**src/rtl/mips_isa_pkg.sv**
```systemverilog
// Shared MIPS ISA definitions: operation enumeration, opcode/funct values and
// instruction field bit positions, used by both the encoder and the decoder.
package mips_isa_pkg;

  typedef enum logic [4:0] {
    OP_ADD  = 5'd0,
    OP_SUB  = 5'd1,
    OP_XOR  = 5'd2,
    OP_JR   = 5'd3,
    OP_JALR = 5'd4,
    OP_SLL  = 5'd5,
    OP_ORI  = 5'd6,
    OP_LW   = 5'd7,
    OP_SW   = 5'd8,
    OP_BEQ  = 5'd9,
    OP_LUI  = 5'd10,
    OP_JAL  = 5'd11,
    OP_J    = 5'd12,
    OP_LB   = 5'd13,
    OP_BGTZ = 5'd14,
    OP_ADDI = 5'd15,
    OP_LWIE = 5'd16
  } op_e;

  localparam logic [5:0] OPC_RTYPE = 6'b000000;
  localparam logic [5:0] OPC_ORI   = 6'b001101;
  localparam logic [5:0] OPC_LW    = 6'b100011;
  localparam logic [5:0] OPC_SW    = 6'b101011;
  localparam logic [5:0] OPC_BEQ   = 6'b000100;
  localparam logic [5:0] OPC_LUI   = 6'b001111;
  localparam logic [5:0] OPC_JAL   = 6'b000011;
  localparam logic [5:0] OPC_J     = 6'b000010;
  localparam logic [5:0] OPC_LB    = 6'b100000;
  localparam logic [5:0] OPC_BGTZ  = 6'b000111;
  localparam logic [5:0] OPC_ADDI  = 6'b001000;
  localparam logic [5:0] OPC_LWIE  = 6'b111000;

  localparam logic [5:0] FN_ADD  = 6'b100000;
  localparam logic [5:0] FN_SUB  = 6'b100010;
  localparam logic [5:0] FN_XOR  = 6'b100110;
  localparam logic [5:0] FN_JR   = 6'b001000;
  localparam logic [5:0] FN_JALR = 6'b001001;
  localparam logic [5:0] FN_SLL  = 6'b000000;

  localparam int OPC_MSB   = 31;
  localparam int OPC_LSB   = 26;
  localparam int RS_MSB    = 25;
  localparam int RS_LSB    = 21;
  localparam int RT_MSB    = 20;
  localparam int RT_LSB    = 16;
  localparam int RD_MSB    = 15;
  localparam int RD_LSB    = 11;
  localparam int SH_MSB    = 10;
  localparam int SH_LSB    = 6;
  localparam int FN_MSB    = 5;
  localparam int FN_LSB    = 0;
  localparam int IMM16_MSB = 15;
  localparam int IMM26_MSB = 25;

  function automatic logic [5:0] r_funct(input logic [4:0] op);
    case (op)
      OP_ADD:  return FN_ADD;
      OP_SUB:  return FN_SUB;
      OP_XOR:  return FN_XOR;
      OP_JR:   return FN_JR;
      OP_JALR: return FN_JALR;
      default: return FN_SLL;
    endcase
  endfunction

  function automatic logic [5:0] ij_opcode(input logic [4:0] op);
    case (op)
      OP_ORI:  return OPC_ORI;
      OP_LW:   return OPC_LW;
      OP_SW:   return OPC_SW;
      OP_BEQ:  return OPC_BEQ;
      OP_LUI:  return OPC_LUI;
      OP_JAL:  return OPC_JAL;
      OP_J:    return OPC_J;
      OP_LB:   return OPC_LB;
      OP_BGTZ: return OPC_BGTZ;
      OP_ADDI: return OPC_ADDI;
      OP_LWIE: return OPC_LWIE;
      default: return OPC_RTYPE;
    endcase
  endfunction

endpackage

```
**src/rtl/instr_pack.sv**
```systemverilog
// Combinational MIPS word packer: op plus raw fields in, encoded word and a
// legal flag out. Fields an op does not use are left at zero.
module instr_pack
  import mips_isa_pkg::*;
(
  input  logic [4:0]  op,
  input  logic [4:0]  rs,
  input  logic [4:0]  rt,
  input  logic [4:0]  rd,
  input  logic [4:0]  shamt,
  input  logic [15:0] imm16,
  input  logic [25:0] imm26,
  output logic [31:0] instr,
  output logic        legal
);

  always_comb begin
    instr = '0;
    legal = 1'b1;
    case (op)
      OP_ADD, OP_SUB, OP_XOR, OP_JR, OP_JALR, OP_SLL: begin
        // R-type keeps a zero opcode; which register fields survive depends on op
        instr[FN_MSB:FN_LSB] = r_funct(op);
        if (op != OP_SLL) instr[RS_MSB:RS_LSB] = rs;
        if (op inside {OP_ADD, OP_SUB, OP_XOR, OP_SLL}) instr[RT_MSB:RT_LSB] = rt;
        if (op != OP_JR) instr[RD_MSB:RD_LSB] = rd;
        if (op == OP_SLL) instr[SH_MSB:SH_LSB] = shamt;
      end
      OP_LUI: begin
        instr[OPC_MSB:OPC_LSB] = ij_opcode(op);
        instr[RT_MSB:RT_LSB]   = rt;
        instr[IMM16_MSB:0]     = imm16;
      end
      OP_BGTZ: begin
        instr[OPC_MSB:OPC_LSB] = ij_opcode(op);
        instr[RS_MSB:RS_LSB]   = rs;
        instr[IMM16_MSB:0]     = imm16;
      end
      OP_J, OP_JAL: begin
        instr[OPC_MSB:OPC_LSB] = ij_opcode(op);
        instr[IMM26_MSB:0]     = imm26;
      end
      OP_ORI, OP_LW, OP_SW, OP_BEQ, OP_LB, OP_ADDI, OP_LWIE: begin
        instr[OPC_MSB:OPC_LSB] = ij_opcode(op);
        instr[RS_MSB:RS_LSB]   = rs;
        instr[RT_MSB:RT_LSB]   = rt;
        instr[IMM16_MSB:0]     = imm16;
      end
      default: legal = 1'b0;
    endcase
  end

endmodule

```
**src/rtl/instr_encoder.sv**
```systemverilog
// Instruction encoder: packs requests into MIPS words behind a one-deep
// ready/valid output register, assigning sequential byte addresses.
module instr_encoder
  import mips_isa_pkg::*;
#(
  parameter logic [31:0] BASE_ADDR = 32'h0000_3000
) (
  input  logic        clk,
  input  logic        reset,
  input  logic        in_valid,
  output logic        in_ready,
  input  logic [4:0]  in_op,
  input  logic [4:0]  in_rs,
  input  logic [4:0]  in_rt,
  input  logic [4:0]  in_rd,
  input  logic [4:0]  in_shamt,
  input  logic [15:0] in_imm16,
  input  logic [25:0] in_imm26,
  output logic        out_valid,
  input  logic        out_ready,
  output logic [31:0] out_instr,
  output logic [31:0] out_addr,
  output logic        err,
  output logic [15:0] count
);

  logic [31:0] pack_instr;
  logic        pack_legal;
  logic        accept;
  logic        handoff;

  logic        out_valid_q, out_valid_d;
  logic [31:0] out_instr_q, out_instr_d;
  logic [31:0] out_addr_q,  out_addr_d;
  logic [31:0] addr_q,      addr_d;
  logic        err_q,       err_d;
  logic [15:0] count_q,     count_d;

  instr_pack u_pack (
    .op    (in_op),
    .rs    (in_rs),
    .rt    (in_rt),
    .rd    (in_rd),
    .shamt (in_shamt),
    .imm16 (in_imm16),
    .imm26 (in_imm26),
    .instr (pack_instr),
    .legal (pack_legal)
  );

  // Ready is forced high in reset so upstream drains; those requests are dropped.
  assign in_ready = reset | ~out_valid_q | out_ready;
  assign accept   = in_valid & in_ready & ~reset;
  assign handoff  = out_valid_q & out_ready;

  always_comb begin
    out_valid_d = out_valid_q;
    out_instr_d = out_instr_q;
    out_addr_d  = out_addr_q;
    addr_d      = addr_q;
    err_d       = err_q;
    count_d     = count_q;
    if (handoff) begin
      out_valid_d = 1'b0;
      count_d     = count_q + 16'd1;
    end
    if (accept) begin
      if (pack_legal) begin
        out_valid_d = 1'b1;
        out_instr_d = pack_instr;
        out_addr_d  = addr_q;
        addr_d      = addr_q + 32'd4;
      end else begin
        err_d = 1'b1;
      end
    end
  end

  always_ff @(posedge clk) begin
    if (reset) begin
      out_valid_q <= 1'b0;
      out_instr_q <= '0;
      out_addr_q  <= BASE_ADDR;
      addr_q      <= BASE_ADDR;
      err_q       <= 1'b0;
      count_q     <= '0;
    end else begin
      out_valid_q <= out_valid_d;
      out_instr_q <= out_instr_d;
      out_addr_q  <= out_addr_d;
      addr_q      <= addr_d;
      err_q       <= err_d;
      count_q     <= count_d;
    end
  end

  assign out_valid = out_valid_q;
  assign out_instr = out_instr_q;
  assign out_addr  = out_addr_q;
  assign err       = err_q;
  assign count     = count_q;

endmodule

```
**config.mk**
```make
export PLATFORM = sky130hd
export DESIGN_NAME = instr_encoder
export DESIGN_NICKNAME = d
export VERILOG_FILES = /design/src/rtl/mips_isa_pkg.sv /design/src/rtl/instr_pack.sv /design/src/rtl/instr_encoder.sv
export SDC_FILE = /design/constraint.sdc
export NUM_CORES = 1
export LEC_CHECK = 0
export BUFFER_PORTS_ARGS = -buffer_cell sky130_fd_sc_hd__buf_2
export CAP_MARGIN = 10
export CORE_MARGIN = 5
export CORE_UTILIZATION = 30
export DETAILED_ROUTE_END_ITERATION = 10
export SLEW_MARGIN = 20
export SYNTH_ARGS = -nofsm -noshare
export SYNTH_HDL_FRONTEND = slang
export SYNTH_SLANG_ARGS = --single-unit
```
**constraint.sdc**
```tcl
create_clock -name clk -period 2.35 [get_ports clk]
set_clock_uncertainty 0.2 [all_clocks]
set_input_delay 0 -clock clk [delete_from_list [all_inputs] [get_ports clk]]
set_output_delay 0 -clock clk [all_outputs]
set_load 0.05 [all_outputs]
```
; ---- Yosys cells after proc, flatten, opt, wreduce, memory -nomap -nowiden
; Memories as Yosys holds them, arrays and structs flattened.
; Index checks and enable logic that the tools add are counted.
[totals]
mem_bits_ro = 768
output_inout_bits = 83
n_memories = 4
register_bits = 114
[classes]
n_reduce_logical = 11
eq_ne = 18
mux = 13
add_sub_neg = 2
bitwise_logic = 8
[mem_list]
columns = memory, words, word_bits, read_ports, rd_ports_with_merged_regs, write_ports, line_no
row1 = (no name shown), 32, 6, 1, 0, 0, mips_isa_pkg.sv:72  ; case (op)
row2 = (no name shown), 32, 6, 1, 0, 0, mips_isa_pkg.sv:72
row3 = (no name shown), 32, 6, 1, 0, 0, mips_isa_pkg.sv:72
row4 = (no name shown), 32, 6, 1, 0, 0, mips_isa_pkg.sv:72
[ops]
columns = cell, count
row1 = $pmux W16 S3, 1
row2 = $eq A5 B4 Y1 const B, 8
row3 = $add A32 B3 Y32 const B, 1
row4 = $pmux W5 S3, 2
row5 = $pmux W6 S5, 1
row6 = $pmux W6 S4, 1
row7 = $eq A5 B3 Y1 const B, 4
row8 = $mux W5, 4
row9 = $reduce_or A17 Y1, 1
row10 = $add A16 B1 Y16 const B, 1
row11 = $reduce_or A8 Y1, 2
row12 = $eq A5 B2 Y1 const B, 2
row13 = $reduce_or A9 Y1, 1
row14 = $reduce_or A7 Y1, 1
row15 = $reduce_or A6 Y1, 1
row16 = $eq A5 B1 Y1 const B, 1
row17 = $eq A5 B5 Y1 const B, 1
row18 = $logic_not A5 Y1, 1
row19 = $ne A5 B2 Y1 const B, 1
row20 = $ne A5 B3 Y1 const B, 1
row21 = $mux W1, 4
row22 = $reduce_and A2 Y1, 2
row23 = $reduce_bool A4 Y1, 1
row24 = $and A1 B1 Y1, 3
row25 = other kinds (3), 6

; ---- Depth between registers and ports, before layout
[logic_depth]
depth_word = 6
depth_mapped = 11

; ---- By module
; Synthesis repeated with hierarchy kept, for this count alone.
[unflattened]
hier_cells = 686
hier_area_um2 = 5301.3
[modules_own_cells]
columns = module, cells_per_inst, area_each_um2, instances
row1 = instr_encoder, 539, 4403.0, 1
row2 = instr_pack, 147, 898.4, 1

; ---- Worst setup path before layout
; Ideal clock, no wire load.
[synth_path]
path_kind = register to register
start = register out_valid_q, in the netlist out_valid
end = register addr_q[31]
arrival_ns = 1.853
synth_period_minus_slack_ns = 2.176
setup_slack_ns = 0.174
stages_incl_launch_ff = 8
setup_time_ns = 0.123
required_ns = 2.027
path_buffers = 2
path_cell_list = dfxtp_1 -> nand2b_1 -> and3_1 -> buf_2 -> o31ai_4 -> buf_4 -> nor4_1 -> mux2_1
[synth_between]
elab_chain_cells = 6
[synth_lines]
columns = item, line_no
row1 = start: declaration, instr_encoder.sv:32  ; logic out_valid_q, out_valid_d;
row2 = start signal: assignment, instr_encoder.sv:88  ; out_valid_q <= out_valid_d;
row3 = $not A1 Y1, instr_encoder.sv:52  ; assign in_ready = reset | ~out_valid_q | out_ready;
row4 = $or A1 B1 Y1 (2 in a row), instr_encoder.sv:52
row5 = $and A1 B1 Y1 (2 in a row), instr_encoder.sv:53  ; assign accept = in_valid & in_ready & ~reset;
row6 = $reduce_and A2 Y1 (no source line), -
row7 = end signal: assignment, instr_encoder.sv:91  ; addr_q <= addr_d;
row8 = end: declaration, instr_encoder.sv:35  ; logic [31:0] addr_q, addr_d;
; No other way between the ends.
; A chain may end at the register's enable or synchronous reset.

; ---- Final worst setup path
[layout_path]
start = input in_op[0]
end = register out_instr_q[13], in the netlist out_instr[13]
[layout_between]
elab_chain_cells = 4
elab_cells_between_ends = 26
[layout_lines]
columns = item, line_no
row1 = start: declaration, instr_encoder.sv:12  ; input logic [4:0] in_op,
row2 = "$eq A5 B2 Y1, or another cell as far along", instr_pack.sv:20  ; case (op)
row3 = $reduce_or A17 Y1 (no source line), -
row4 = $mux W1, instr_pack.sv:20
row5 = $reduce_and A2 Y1 (no source line), -
row6 = end signal: assignment, instr_encoder.sv:89  ; out_instr_q <= out_instr_d;
row7 = end: declaration, instr_encoder.sv:33  ; logic [31:0] out_instr_q, out_instr_d;
; Parallel ways exist; a longest one is shown, timed or not.

==> summary.json <==
{
  "postSynthCellCount": 605,
  "placed_cells": 978,
  "detail-route-antenna-nets": 0,
  "dieHeight_um": 140,
  "cp_data_required_time_ns": 2.39,
  "number_of_standard_cells_in_the_layout_taps_in_and_fillers_out": 1049,
  "result_of_the_run": "complete, no violations",
  "grt_max_degree": 58,
  "period_minus_slack_ns": 2.32,
  "initialDrtViolationCount": 388,
  "timing_max_transition_violations_final": 0,
  "place_hpwl_um": 10600,
  "placement.io_buffers": 151,
  "wire_per_inst_um": 14.9,
  "area_growth_pct": 40.5,
  "filler_cell_count": 1712,
  "cts_buffer_depth": 2,
  "finalSetupViolations": 0,
  "worst-r2r-cell-count": 7,
  "synth_top_flop_cell": "sky130_fd_sc_hd__dfxtp_1",
  "start_util_pct": 30.6,
  "nNetsFinal": 904,
  "globalRoute.totalOverflow": 0,
  "total_area_of_multi_input_combinational_cells_mm2": 0.00260,
  "synth_top_area_share_pct": 43.3,
  "synth_area_per_cell_um2": 8.40,
  "ios": 154,
  "tritoncts": "built",
  "synth_edf_count": 0,
  "detailedRoute.firstPassIterationCount": 7,
  "globalRouteTotalUtil_pct": 15.3,
  "yosys_warnings": 0,
  "dieWidth_um": 140,
  "yosys_register_bits": 110,
  "leakagePower_nw": 3.03,
  "timing.hold.worst_path_depth": 4,
  "vias_per_cell": 4.93,
  "layout_common_cells": "sky130_fd_sc_hd__buf_2, sky130_fd_sc_hd__dfxtp_1, sky130_fd_sc_hd__nand2_1, sky130_fd_sc_hd__dlygate4sd3_1",
  "ff_latch_area_mm2": 0.00220,
  "layout_worst_path_cycle_share_pct": 98.6,
  "setup_ws_ns": 0.0319,
  "power_mw": 4.18,
  "route.vias.total": 5167,
  "worst_hold_path_type": "in -> reg",
  "die_area_mm2": 0.0196,
  "yosys_cell_types": 61,
  "f_max_ghz": 0.431,
  "final_util_pct": 43.1,
  "maxSlewHeadroom_pct": 59.3,
  "worstSetupPathType": "in -> reg",
  "clkLatencyLatePin_ns": 0.35,
  "synth_area_mm2": 0.00508,
  "first_global_vias": 4874,
  "cts-htree-levels": 3,
  "hold_viol_final": 0,
  "grt_antenna_before_repair": 0,
  "synth_area_leaders": "sky130_fd_sc_hd__dfxtp_1, sky130_fd_sc_hd__nand2_1, sky130_fd_sc_hd__nand3_1",
  "globalplace.congestion": 0.820,
  "start_kind": "input port",
  "num_rows": 47,
  "worst_setup_path_end_kind": "register",
  "layout.cells.most_common": "sky130_fd_sc_hd__buf_2",
  "seq_area_frac_synth_pct": 43.3,
  "tightest_slew_ns": 0.610,
  "num_clock_sinks": 110,
  "arrival_ns": 2.36,
  "remaining_drc_errors": 0,
  "global_route_wire_length_before_repair_um": 24800,
  "pwr_density_mw_per_mm2": 585,
  "place_ws_ns": 0.0190,
  "clkSlewWorstSetupHoldPaths_ns": 0.07,
  "root_buffer": "sky130_fd_sc_hd__clkbuf_16",
  "async_flop_share_pct": 0,
  "synth_top_area_cell": "sky130_fd_sc_hd__dfxtp_1",
  "layout-drive-gt1-share_pct": 28.3,
  "wirelength_routed_um": 15600,
  "peakVddDrop_uv": 328,
  "setup_total_negative_slack_ns": 0,
  "design.core.area_mm2": 0.0166,
  "cts_buffer_count": 9,
  "worstPathMaxFanout": 10,
  "max-cap-violations": 0
}
[flip-flops by register name, indices dropped and copies added, names as in the netlist]
register / flops
out_instr: 32
addr_q: 30
out_addr: 30
count: 16
err: 1
out_valid: 1
[critical path, stage by stage]
cell and delay (ns):
sky130_fd_sc_hd__buf_2 0.12, sky130_fd_sc_hd__inv_1 0.07, sky130_fd_sc_hd__ha_1 0.25, sky130_fd_sc_hd__buf_4 0.18, sky130_fd_sc_hd__nand2_1 0.10, sky130_fd_sc_hd__a21oi_1 0.11, sky130_fd_sc_hd__and2_2 0.27, sky130_fd_sc_hd__buf_4 0.19
sky130_fd_sc_hd__a222oi_1 0.39, sky130_fd_sc_hd__dlygate4sd3_1 0.61, sky130_fd_sc_hd__a21oi_1 0.06
[metal layers]
metal,GRT usage [%],vias up,wire length (um)
li1,-,2608,-
met1,19.8,2388,6930
met2,24.8,152,7450
met3,4.50,19,1030
met4,4.18,0,229
met5,0,-,0
[Yosys cell counts (2+ instances only)]
library cell,number
sky130_fd_sc_hd__buf_4,8
sky130_fd_sc_hd__nor3_1,8
sky130_fd_sc_hd__buf_1,3
sky130_fd_sc_hd__or2_2,2
sky130_fd_sc_hd__xor2_1,10
sky130_fd_sc_hd__or3_1,14
sky130_fd_sc_hd__nor2_1,39
sky130_fd_sc_hd__inv_1,20
sky130_fd_sc_hd__mux2i_1,2
sky130_fd_sc_hd__o41ai_1,2
sky130_fd_sc_hd__a221oi_1,4
sky130_fd_sc_hd__nand3_1,49
sky130_fd_sc_hd__ha_1,7
sky130_fd_sc_hd__o311ai_2,2
sky130_fd_sc_hd__a21oi_1,48
sky130_fd_sc_hd__a2bb2oi_1,4
sky130_fd_sc_hd__clkbuf_1,15
sky130_fd_sc_hd__a222oi_1,11
sky130_fd_sc_hd__xnor2_1,9
sky130_fd_sc_hd__o2bb2ai_1,8
sky130_fd_sc_hd__nor2b_1,2
sky130_fd_sc_hd__a31oi_1,2
sky130_fd_sc_hd__nand4_1,8
sky130_fd_sc_hd__dfxtp_1,110
sky130_fd_sc_hd__buf_6,4
sky130_fd_sc_hd__o21ai_1,33
sky130_fd_sc_hd__a211oi_1,3
sky130_fd_sc_hd__mux2_2,2
sky130_fd_sc_hd__o21ai_0,15
sky130_fd_sc_hd__or4_1,8
sky130_fd_sc_hd__and3_1,6
sky130_fd_sc_hd__a22oi_1,5
sky130_fd_sc_hd__o31ai_1,11
sky130_fd_sc_hd__nor4_1,6
sky130_fd_sc_hd__buf_2,16
sky130_fd_sc_hd__nand2b_1,6
sky130_fd_sc_hd__nand2_1,79
[per-stage QoR]
step	hold WS, ns	cell area [um^2]
floorplan	-0.0957	5090
global placement	0.0640	6230
detailed placement	0.0754	6230
CTS	0.0104	7080
global route	0.0911	7140
finish	0.0479	7140
[area by class of cell]
cell class | count | share of cell area [%]
multi-input cells | 430 | 36.4
flip-flops and latches | 110 | 30.8
repair buffers | 255 | 23.7
well taps | 220 | 3.85
clock buffers | 11 | 3.26
inverters | 20 | 1.05
clock inverters | 2 | 0.841
diodes | 1 | 0.0350
[where the power goes]
part	internal, mW	switching, mW
Sequential	1.90	0.0218
Combinational	0.267	0.401
Clock	0.919	0.667
[kinds of logic after synthesis]
group | synth area share [%]
other | 0.0738
AOI/OAI and AO/OA | 21.3
xor gates and xnor gates | 3.27
buffers and inverters | 6.45
adders and majority gates | 1.72
muxes | 1.06
DFF | 43.3
and+or+nand+nor | 22.8
[final timing paths]
path / to / slack [ns] / from
max: out_instr[13] / 0.03 / in_op[0]
min: out_instr[30] / 0.05 / in_op[4]
max reg2reg: addr_q[28] / 0.07 / addr_q[3]
min reg2reg: out_addr[28] / 0.25 / out_addr[28]
[repair_timing]
item                                    CTS  global route
hold endpoints to repair                 34             2
buffers inserted                          0             1
pin swaps                                 0             5
endpoints found under the setup margin    1            26
hold buffers                             55             3
gates resized for setup                   1             8
Power figures use the tool's default switching activity.
